## config.mk

```make
export PLATFORM = sky130hd
export DESIGN_NAME = famicom_pad_reader
export DESIGN_NICKNAME = d
export VERILOG_FILES = /design/src/rtl/famicom_pad_reader.sv
export SDC_FILE = /design/constraint.sdc
export NUM_CORES = 1
export LEC_CHECK = 0
export CAP_MARGIN = 10
export CORE_MARGIN = 2
export CORE_UTILIZATION = 40
export CTS_CLUSTER_DIAMETER = 150
export CTS_CLUSTER_SIZE = 28
export DETAILED_ROUTE_END_ITERATION = 12
export DONT_BUFFER_PORTS = 1
export PLACE_DENSITY = 0.57
export SLEW_MARGIN = 20
export SYNTH_ARGS = -nofsm -noshare
export SYNTH_HDL_FRONTEND = slang
export SYNTH_SLANG_ARGS = --single-unit
```

## constraint.sdc

```tcl
create_clock -name sys_clk -period 4.35 [get_ports sys_clk]
set_input_delay 0.87 -clock sys_clk [delete_from_list [all_inputs] [get_ports sys_clk]]
set_output_delay 0.87 -clock sys_clk [all_outputs]
set_load 0.03 [all_outputs]
```

## src/rtl/famicom_pad_reader.sv

```systemverilog
`default_nettype none
// ============================================================================
//  Module   : famicom_pad_reader
//  Purpose  : Host-side Famicom/NES pad poller. Drives latch and shift-clock
//             pulses, samples the active-low serial line and presents an
//             active-high parallel button word with a one-cycle valid strobe.
//  Option   : FAMICOM_PAD_PRESENT_EN adds one extra shift to detect an
//             absent pad (line left pulled high after the last bit).
//  Revision : 1.0 - initial release
// ============================================================================
module famicom_pad_reader #(
  parameter int HALF_PERIOD = 300,
  parameter int NUM_BITS    = 8,
  parameter int AUTO_POLL   = 1,
  parameter int POLL_PERIOD = 833333
) (
  input  logic                sys_clk,
  input  logic                rst,
  input  logic                start,
  input  logic                famicom_data,
  output logic                famicom_latch,
  output logic                famicom_pulse,
  output logic [NUM_BITS-1:0] buttons,
  output logic                valid,
  output logic                busy,
  output logic                pad_present
);

  localparam int c_CW = $clog2(2 * HALF_PERIOD);
  localparam int c_BW = $clog2(NUM_BITS + 1);
  localparam int c_PW = $clog2(POLL_PERIOD + 1);

  localparam logic [c_CW-1:0] c_HALF_M1 = c_CW'(HALF_PERIOD - 1);
  localparam logic [c_CW-1:0] c_FULL_M1 = c_CW'(2 * HALF_PERIOD - 1);
  localparam logic [c_CW-1:0] c_CNT_ONE = c_CW'(1);
  localparam logic [c_BW-1:0] c_LAST_BIT = c_BW'(NUM_BITS - 1);
  localparam logic [c_BW-1:0] c_BIT_ONE  = c_BW'(1);

  localparam logic [2:0] c_ST_IDLE     = 3'd0;
  localparam logic [2:0] c_ST_LATCH    = 3'd1;
  localparam logic [2:0] c_ST_PULSE_HI = 3'd2;
  localparam logic [2:0] c_ST_PULSE_LO = 3'd3;
  localparam logic [2:0] c_ST_DONE     = 3'd5;
`ifdef FAMICOM_PAD_PRESENT_EN
  localparam logic [2:0] c_ST_EXTRA      = 3'd4;
  localparam logic [c_CW-1:0] c_HALF     = c_CW'(HALF_PERIOD);
  localparam logic [2:0] c_ST_AFTER_BITS = c_ST_EXTRA;
`else
  localparam logic [2:0] c_ST_AFTER_BITS = c_ST_DONE;
`endif

  logic                r_ds_meta;
  logic                r_ds;
  logic [2:0]          r_state;
  logic [c_CW-1:0]     r_cnt;
  logic [c_BW-1:0]     r_bit;
  logic [NUM_BITS-1:0] r_shift;
  logic [NUM_BITS-1:0] r_buttons;
  logic                r_latch;
  logic                r_pulse;
  logic                r_valid;
  logic                r_busy;

  logic                w_auto_tick;
  logic                w_req;
  logic                w_cnt_zero;
  logic                w_sample;
  logic                w_pulse_nxt;
  logic [2:0]          w_state_nxt;
  logic [c_CW-1:0]     w_cnt_nxt;
  logic [c_BW-1:0]     w_bit_nxt;
  logic [NUM_BITS-1:0] w_shift_nxt;

  // Free-running poll timer; keeps counting whatever the FSM is doing.
  generate
    if (AUTO_POLL != 0) begin : g_auto_poll
      localparam logic [c_PW-1:0] c_POLL_LAST = c_PW'(POLL_PERIOD - 1);
      localparam logic [c_PW-1:0] c_POLL_ONE  = c_PW'(1);
      logic [c_PW-1:0] r_poll_cnt;

      always_ff @(posedge sys_clk) begin
        if (!rst) begin
          r_poll_cnt <= '0;
        end else if (r_poll_cnt == c_POLL_LAST) begin
          r_poll_cnt <= '0;
        end else begin
          r_poll_cnt <= r_poll_cnt + c_POLL_ONE;
        end
      end

      assign w_auto_tick = (r_poll_cnt == c_POLL_LAST);
    end else begin : g_no_auto_poll
      assign w_auto_tick = 1'b0;
    end
  endgenerate

  assign w_req      = start | w_auto_tick;
  assign w_cnt_zero = (r_cnt == '0);

  always_comb begin
    w_state_nxt = r_state;
    w_cnt_nxt   = r_cnt;
    w_bit_nxt   = r_bit;
    w_sample    = 1'b0;
    case (r_state)
      c_ST_IDLE: begin
        if (w_req) begin
          w_state_nxt = c_ST_LATCH;
          w_cnt_nxt   = c_FULL_M1;
          w_bit_nxt   = '0;
        end
      end
      c_ST_LATCH: begin
        if (w_cnt_zero) begin
          w_sample = 1'b1;
          if (NUM_BITS == 1) begin
            w_state_nxt = c_ST_AFTER_BITS;
            w_cnt_nxt   = c_FULL_M1;
          end else begin
            w_state_nxt = c_ST_PULSE_HI;
            w_cnt_nxt   = c_HALF_M1;
            w_bit_nxt   = c_BIT_ONE;
          end
        end else begin
          w_cnt_nxt = r_cnt - c_CNT_ONE;
        end
      end
      c_ST_PULSE_HI: begin
        if (w_cnt_zero) begin
          w_state_nxt = c_ST_PULSE_LO;
          w_cnt_nxt   = c_HALF_M1;
        end else begin
          w_cnt_nxt = r_cnt - c_CNT_ONE;
        end
      end
      c_ST_PULSE_LO: begin
        if (w_cnt_zero) begin
          w_sample = 1'b1;
          if (r_bit == c_LAST_BIT) begin
            w_state_nxt = c_ST_AFTER_BITS;
            w_cnt_nxt   = c_FULL_M1;
          end else begin
            w_state_nxt = c_ST_PULSE_HI;
            w_cnt_nxt   = c_HALF_M1;
            w_bit_nxt   = r_bit + c_BIT_ONE;
          end
        end else begin
          w_cnt_nxt = r_cnt - c_CNT_ONE;
        end
      end
`ifdef FAMICOM_PAD_PRESENT_EN
      // One high/low pair in a single state: pulse is high for the upper half count.
      c_ST_EXTRA: begin
        if (w_cnt_zero) begin
          w_state_nxt = c_ST_DONE;
        end else begin
          w_cnt_nxt = r_cnt - c_CNT_ONE;
        end
      end
`endif
      c_ST_DONE: begin
        w_state_nxt = c_ST_IDLE;
      end
      default: begin
        w_state_nxt = c_ST_IDLE;
      end
    endcase
  end

  always_comb begin
    w_shift_nxt = r_shift;
    for (int i = 0; i < NUM_BITS; i++) begin
      if (w_sample && (r_bit == c_BW'(i))) begin
        w_shift_nxt[i] = r_ds;
      end
    end
  end

`ifdef FAMICOM_PAD_PRESENT_EN
  assign w_pulse_nxt = (w_state_nxt == c_ST_PULSE_HI) ||
                       ((w_state_nxt == c_ST_EXTRA) && (w_cnt_nxt >= c_HALF));
`else
  assign w_pulse_nxt = (w_state_nxt == c_ST_PULSE_HI);
`endif

  always_ff @(posedge sys_clk) begin
    if (!rst) begin
      r_ds_meta <= 1'b1;
      r_ds      <= 1'b1;
    end else begin
      r_ds_meta <= famicom_data;
      r_ds      <= r_ds_meta;
    end
  end

  // Pad-facing and status outputs are registered from the next state so they never glitch.
  always_ff @(posedge sys_clk) begin
    if (!rst) begin
      r_state   <= c_ST_IDLE;
      r_cnt     <= '0;
      r_bit     <= '0;
      r_shift   <= '0;
      r_buttons <= '0;
      r_latch   <= 1'b0;
      r_pulse   <= 1'b0;
      r_valid   <= 1'b0;
      r_busy    <= 1'b0;
    end else begin
      r_state <= w_state_nxt;
      r_cnt   <= w_cnt_nxt;
      r_bit   <= w_bit_nxt;
      r_shift <= w_shift_nxt;
      r_latch <= (w_state_nxt == c_ST_LATCH);
      r_pulse <= w_pulse_nxt;
      r_valid <= (w_state_nxt == c_ST_DONE);
      r_busy  <= (w_state_nxt != c_ST_IDLE);
      if (w_state_nxt == c_ST_DONE) begin
`ifdef FAMICOM_PAD_PRESENT_EN
        r_buttons <= r_ds ? '0 : ~w_shift_nxt;
`else
        r_buttons <= ~w_shift_nxt;
`endif
      end
    end
  end

`ifdef FAMICOM_PAD_PRESENT_EN
  logic r_pad_present;

  // The extra bit is low only when a real pad is driving the line.
  always_ff @(posedge sys_clk) begin
    if (!rst) begin
      r_pad_present <= 1'b0;
    end else if (w_state_nxt == c_ST_DONE) begin
      r_pad_present <= ~r_ds;
    end
  end

  assign pad_present = r_pad_present;
`else
  assign pad_present = 1'b1;
`endif

  assign famicom_latch = r_latch;
  assign famicom_pulse = r_pulse;
  assign buttons       = r_buttons;
  assign valid         = r_valid;
  assign busy          = r_busy;

endmodule
`default_nettype wire

```

## Word level (Yosys, flattened, before mapping)

Cells that the tools add are included.

- Output and inout port bits: 13
- Bits in registers: 59
- Input port bits: 4

- Bitwise gates (word level): 3
- Reductions and logical operators: 19
- Equality and inequality tests: 18
- Mux-type cells: 26
- Add/subtract/negate cells: 3

Operator list:

| operator | count |
|---|---|
| 10-bit two-way mux | 4 |
| 10-bit one-hot mux with 3 select lines | 1 |
| 20-bit by 1-bit adder with 20-bit output (second input constant) | 1 |
| 20-bit == test (second input constant) | 1 |
| 4-bit by 3-bit == test with 1-bit output (second input constant) | 4 |
| 4-bit two-way mux | 4 |
| 3-bit two-way mux | 5 |
| 3-bit one-hot mux with 4 select lines | 1 |
| 4-bit one-hot mux with 3 select lines | 1 |
| 10-bit logical NOT | 1 |
| 1-bit two-way mux | 10 |
| 10-bit by 1-bit subtractor with 10-bit output (second input constant) | 1 |
| 3-bit by 2-bit == test with 1-bit output (second input constant) | 3 |
| 3-bit nonzero test | 3 |
| 4-bit by 2-bit == test with 1-bit output (second input constant) | 2 |
| 1-bit logical AND | 8 |
| 2-bit inequality test (second input constant) | 4 |
| 8-bit inverter | 1 |
| 3-bit by 1-bit == test with 1-bit output (second input constant) | 2 |
| 2-bit OR reduction | 3 |
| 5-bit AND reduction | 1 |
| 4-bit by 1-bit adder with 4-bit output (second input constant) | 1 |
| 4-bit by 1-bit == test with 1-bit output (second input constant) | 1 |
| 4-bit logical NOT | 1 |
| other kinds (5) | 5 |

## Longest topological paths before layout

- Depth in word-level cells: 6
- Depth in mapped cells: 8

## Worst setup path before layout

Ideal clock, no wire load.

- Path kind: register to register
- From: register r_cnt[0]
- To: register r_cnt[4]
- Library setup time: 0.060 ns
- Stages on the path, launching flop included: 8
- Data arrival time: 1.942 ns
- Setup slack: 2.348 ns
- Data required time: 4.290 ns
- Cell sequence: dfxtp_1 inv_1 ha_1 or4b_1 or3_4 o21ai_4 o21ba_1 o221a_1

- Word-level cells in the longest chain between the ends: 3
- Elaborated cells between the ends (all ways): 5
- Those cells by class: 1 x add/sub; 3 x mux; 1 x reduce/logical

Ends and longest elaborated chain:

| item | RTL line | text |
|---|---|---|
| start: declaration | 55 | `logic [c_CW-1:0] r_cnt;` |
| start signal: assignment | 210 | `r_cnt <= w_cnt_nxt;` |
| 10-bit by 1-bit subtractor with 10-bit output / 10-bit logical NOT (equally long branches) | - |  |
| 10-bit two-way mux, on equally long branches | 137, 129 |  |
| 10-bit one-hot mux with 3 select lines (*) | 105 | `case (r_state)` |

Every way passes the cells marked *; elsewhere a longest branch is shown, timed or not.
A chain may end at the register's enable or synchronous reset.

## Final worst setup path

- From: register r_cnt[0]
- To: register r_cnt[9]

Same word-level chain as after synthesis.

==> impl_metrics.yaml <==
yosys:
  synthCells: 317
  synth_edf_count: 0
  syn_avg_cell_area_um2: 8.916
  synth_area_um2: 2826
  synth_warnings: 0
  synth_ff_type: "dfxtp_1"
  ys_types: 61
  synth_async_sr_flop_share: 0
  seq_area_frac_synth: 0.4108
  synth_nets: 329
  ys_ff_latch: 58
drt:
  routedWlPerCell_um: 13.92
  detail_route.vias_per_cell: 5.235
  routed_wl_um: 5747
  dr_total_vias: 2162
  drc: 0
  drt_first_iter_violations: 99
  detail-route-antenna-nets: 0
  drt-pass1-iter-count: 4
clock_tree:
  cts_tree: "done"
  post_cts_resized: 0
  post_cts_buffers: 0
  cts.htree.levels: 3
  cts_inserted_buffers: 9
  cts.clk_slew.worst_paths_ns: 0.07
  holdBufCountCts: 0
  clkLatencyLatePin_ns: 0.34
  root_buffer: "clkbuf_8"
  numClockSinks: 58
  cts_buffer_depth: 2
cells_and_area:
  final_common_cell: "dfxtp_1"
  final_cell_mix: "dfxtp_1, nand2_1, nor2_1"
  final_cell_area_um2: 3103
  n_fill_cell: 702
  ff_latch_area_um2: 1161
  fin_cells: 413
  num_antenna_cells: 0
  drive_gt1_frac: 0.1167
  area_growth_pct: 9.783
  multiInputGateArea_um2: 1544
  final_nets: 326
run:
  drv_cap: 0
sta:
  relSlewSlack: 0.4676
  period_share: 0.5505
  setup_viol: 0
  fmax_mhz: 417.6
  tightest_slew_ns: 0.7925
  skew_ns: 0.01266
  hold_violations: 0
  finalSetupTns_ns: 0
  rsz0062_at_grt: "false"
  fin_crit_ns: 2.395
  drv_slew: 0
  whs_ns: 0.4114
worst_setup_path:
  arrival_ns: 2.64
  worst-r2r-setup-slack_ns: 1.96
  path_buf_inv: 1
  worstSetupPathType: "flip-flop to flip-flop"
  critical-path-top-delay-family: "simple AND/OR/NAND/NOR gates"
  critPathMaxFanout: 9
  r2r_cells: 7
  r2r_end: "r_cnt[9]"
  setup.worst_path.start_class: "flip-flop"
  crit_path_end_kind: "flip-flop"
  crit_chain: "inv_1, ha_1, nor4b_1, and4_1, nor3_1, a21o_1, a221oi_2"
  crit_slowest_cell: "and4_1"
  cpPeakStageDelay_ns: 0.54
  crit_required_ns: 4.60
  worst_r2r_startpoint: "r_cnt[0]"
place:
  hpwl_um: 3936
  place.gp.congestion: 0.7814
  dp.cells: 399
  port-buffer-count: 0
  placed_area_um2: 2878
floorplanning:
  start_util: 0.4137
  die_area_um2: 7755
  num_rows: 30
  die_y_um: 88.06
  io_pins: 17
  fp.dieW_um: 88.06
  core-area_um2: 6832
worst_hold_path:
  min_to: "r_ds"
  min_delay_path_depth: 1
  hold_class: "flip-flop to flip-flop"
  min-delay-start: "r_ds_meta"
grt:
  grt_max_degree: 35
  grt_pass1_vias: 2031
  overflow: 0
  antenna_found_initial: 0
  grt_pass1_wl_um: 9880
  track_usage: 0.1646
outcome:
  status: "completed"
power:
  p_leak_nw: 1.143
  ir_drop_mv: 0.2801
  power_density_nw_per_um2: 450.7
==> state kept, by name, indices dropped and copies added, names as in the netlist <==
register	flops
busy	1
buttons	8
famicom_latch	1
famicom_pulse	1
g_auto_poll.r_poll_cnt	20
r_bit	4
r_cnt	10
r_ds	1
r_ds_meta	1
r_shift	7
r_state	3
valid	1
==> where the power goes <==
part / switching, mW / internal [mW] / leakage (nW)
Sequential: 0.0449 / 0.560 / 0.471
Combinational: 0.133 / 0.0951 / 0.557
Clock: 0.202 / 0.363 / 0.115
Total: 0.380 / 1.02 / 1.14
==> metrics by stage <==
step | power (mW) | setup slack [ns] | util
2_1_floorplan | 0.8046 | 2.348 | -
3_3_place_gp | 0.8404 | 2.016 | 0.4212
3_5_place_dp | 0.8442 | 2.002 | 0.4212
4_1_cts | 1.418 | 1.960 | 0.4542
5_1_grt | 1.470 | 1.750 | 0.4542
6_report | 1.398 | 1.955 | 0.4542
==> Yosys cell counts, types with 2 or more instances <==
cell / instances / area, um^2
dfxtp_1: 58 / 1161
nand2_1: 33 / 123.9
nor2_1: 30 / 112.6
nand3_1: 14 / 70.07
inv_1: 13 / 48.80
a21oi_1: 11 / 55.05
nor3_1: 9 / 45.04
xor2_1: 9 / 78.83
and2_1: 8 / 50.05
clkbuf_1: 8 / 30.03
ha_1: 8 / 100.1
o22ai_1: 8 / 50.05
xnor2_1: 8 / 70.07
and3_1: 6 / 37.54
a31o_2: 5 / 43.79
nand2b_1: 5 / 31.28
nand4_1: 5 / 31.28
o21ai_0: 5 / 25.02
buf_2: 4 / 20.02
mux2_2: 4 / 45.04
mux2i_1: 4 / 40.04
nor2b_1: 4 / 25.02
a31oi_1: 3 / 18.77
and4_1: 3 / 26.28
mux2_1: 3 / 33.78
nand3b_1: 3 / 22.52
nor4_1: 3 / 18.77
o41ai_1: 3 / 26.28
or4b_1: 3 / 30.03
a211oi_2: 2 / 25.02
a32oi_1: 2 / 17.52
nor3b_1: 2 / 15.01
o21a_1: 2 / 15.01
o221a_2: 2 / 22.52
==> worst register-to-register path: stages, from the launching register on <==
cell      delay, ns
dfxtp_1        0.33
inv_1          0.11
ha_1           0.17
nor4b_1        0.52
and4_1         0.54
nor3_1         0.23
a21o_1         0.21
a221oi_2       0.20
==> cell families (layout without fill, tap and decap cells) <==
kind of cell,count (synthesis),after routing,share of synthesized area
adder cells (fa/ha/maj),8,8,0.03542
AND/OR/NAND/NOR,140,140,0.2665
multiplexers,11,11,0.04205
other,1,1,0.001327
flip-flops,58,58,0.4108
XOR/XNOR,17,17,0.05268
AO/OA/AOI/OAI,54,54,0.1483
buffers and inverters,28,28,0.04294
==> worst max-delay path by stage <==
stage	depth (start not counted)	from	endpoint
2_1_floorplan	7	r_cnt[0]	r_cnt[4]
3_3_place_gp	7	r_cnt[0]	r_cnt[9]
3_5_place_dp	7	r_cnt[0]	r_cnt[9]
4_1_cts	7	r_cnt[0]	r_cnt[9]
5_1_grt	7	r_cnt[0]	r_cnt[9]
6_report	7	r_cnt[0]	r_cnt[9]
==> layer usage <==
metal / global-route usage / wire [um] / share of wire / up-vias
met2: 0.2500 / 2561 / 0.45 / 30
met1: 0.2191 / 2889 / 0.50 / 1003
li1: - / - / - / 1121
met5: 0 / 0 / 0 / -
met3: 0.04618 / 196 / 0.034 / 8
met4: 0.07163 / 99 / 0.017 / 0
==> area by class of cell <==
class,instances,share of cell area
flip-flops and latches,58,0.3742
inverters,14,0.01694
multi-input cells,231,0.4976
clock buffers,12,0.05323
clock inverters,2,0.01935
well taps,96,0.03871
No activity file was read; power rests on OpenSTA's default activity.
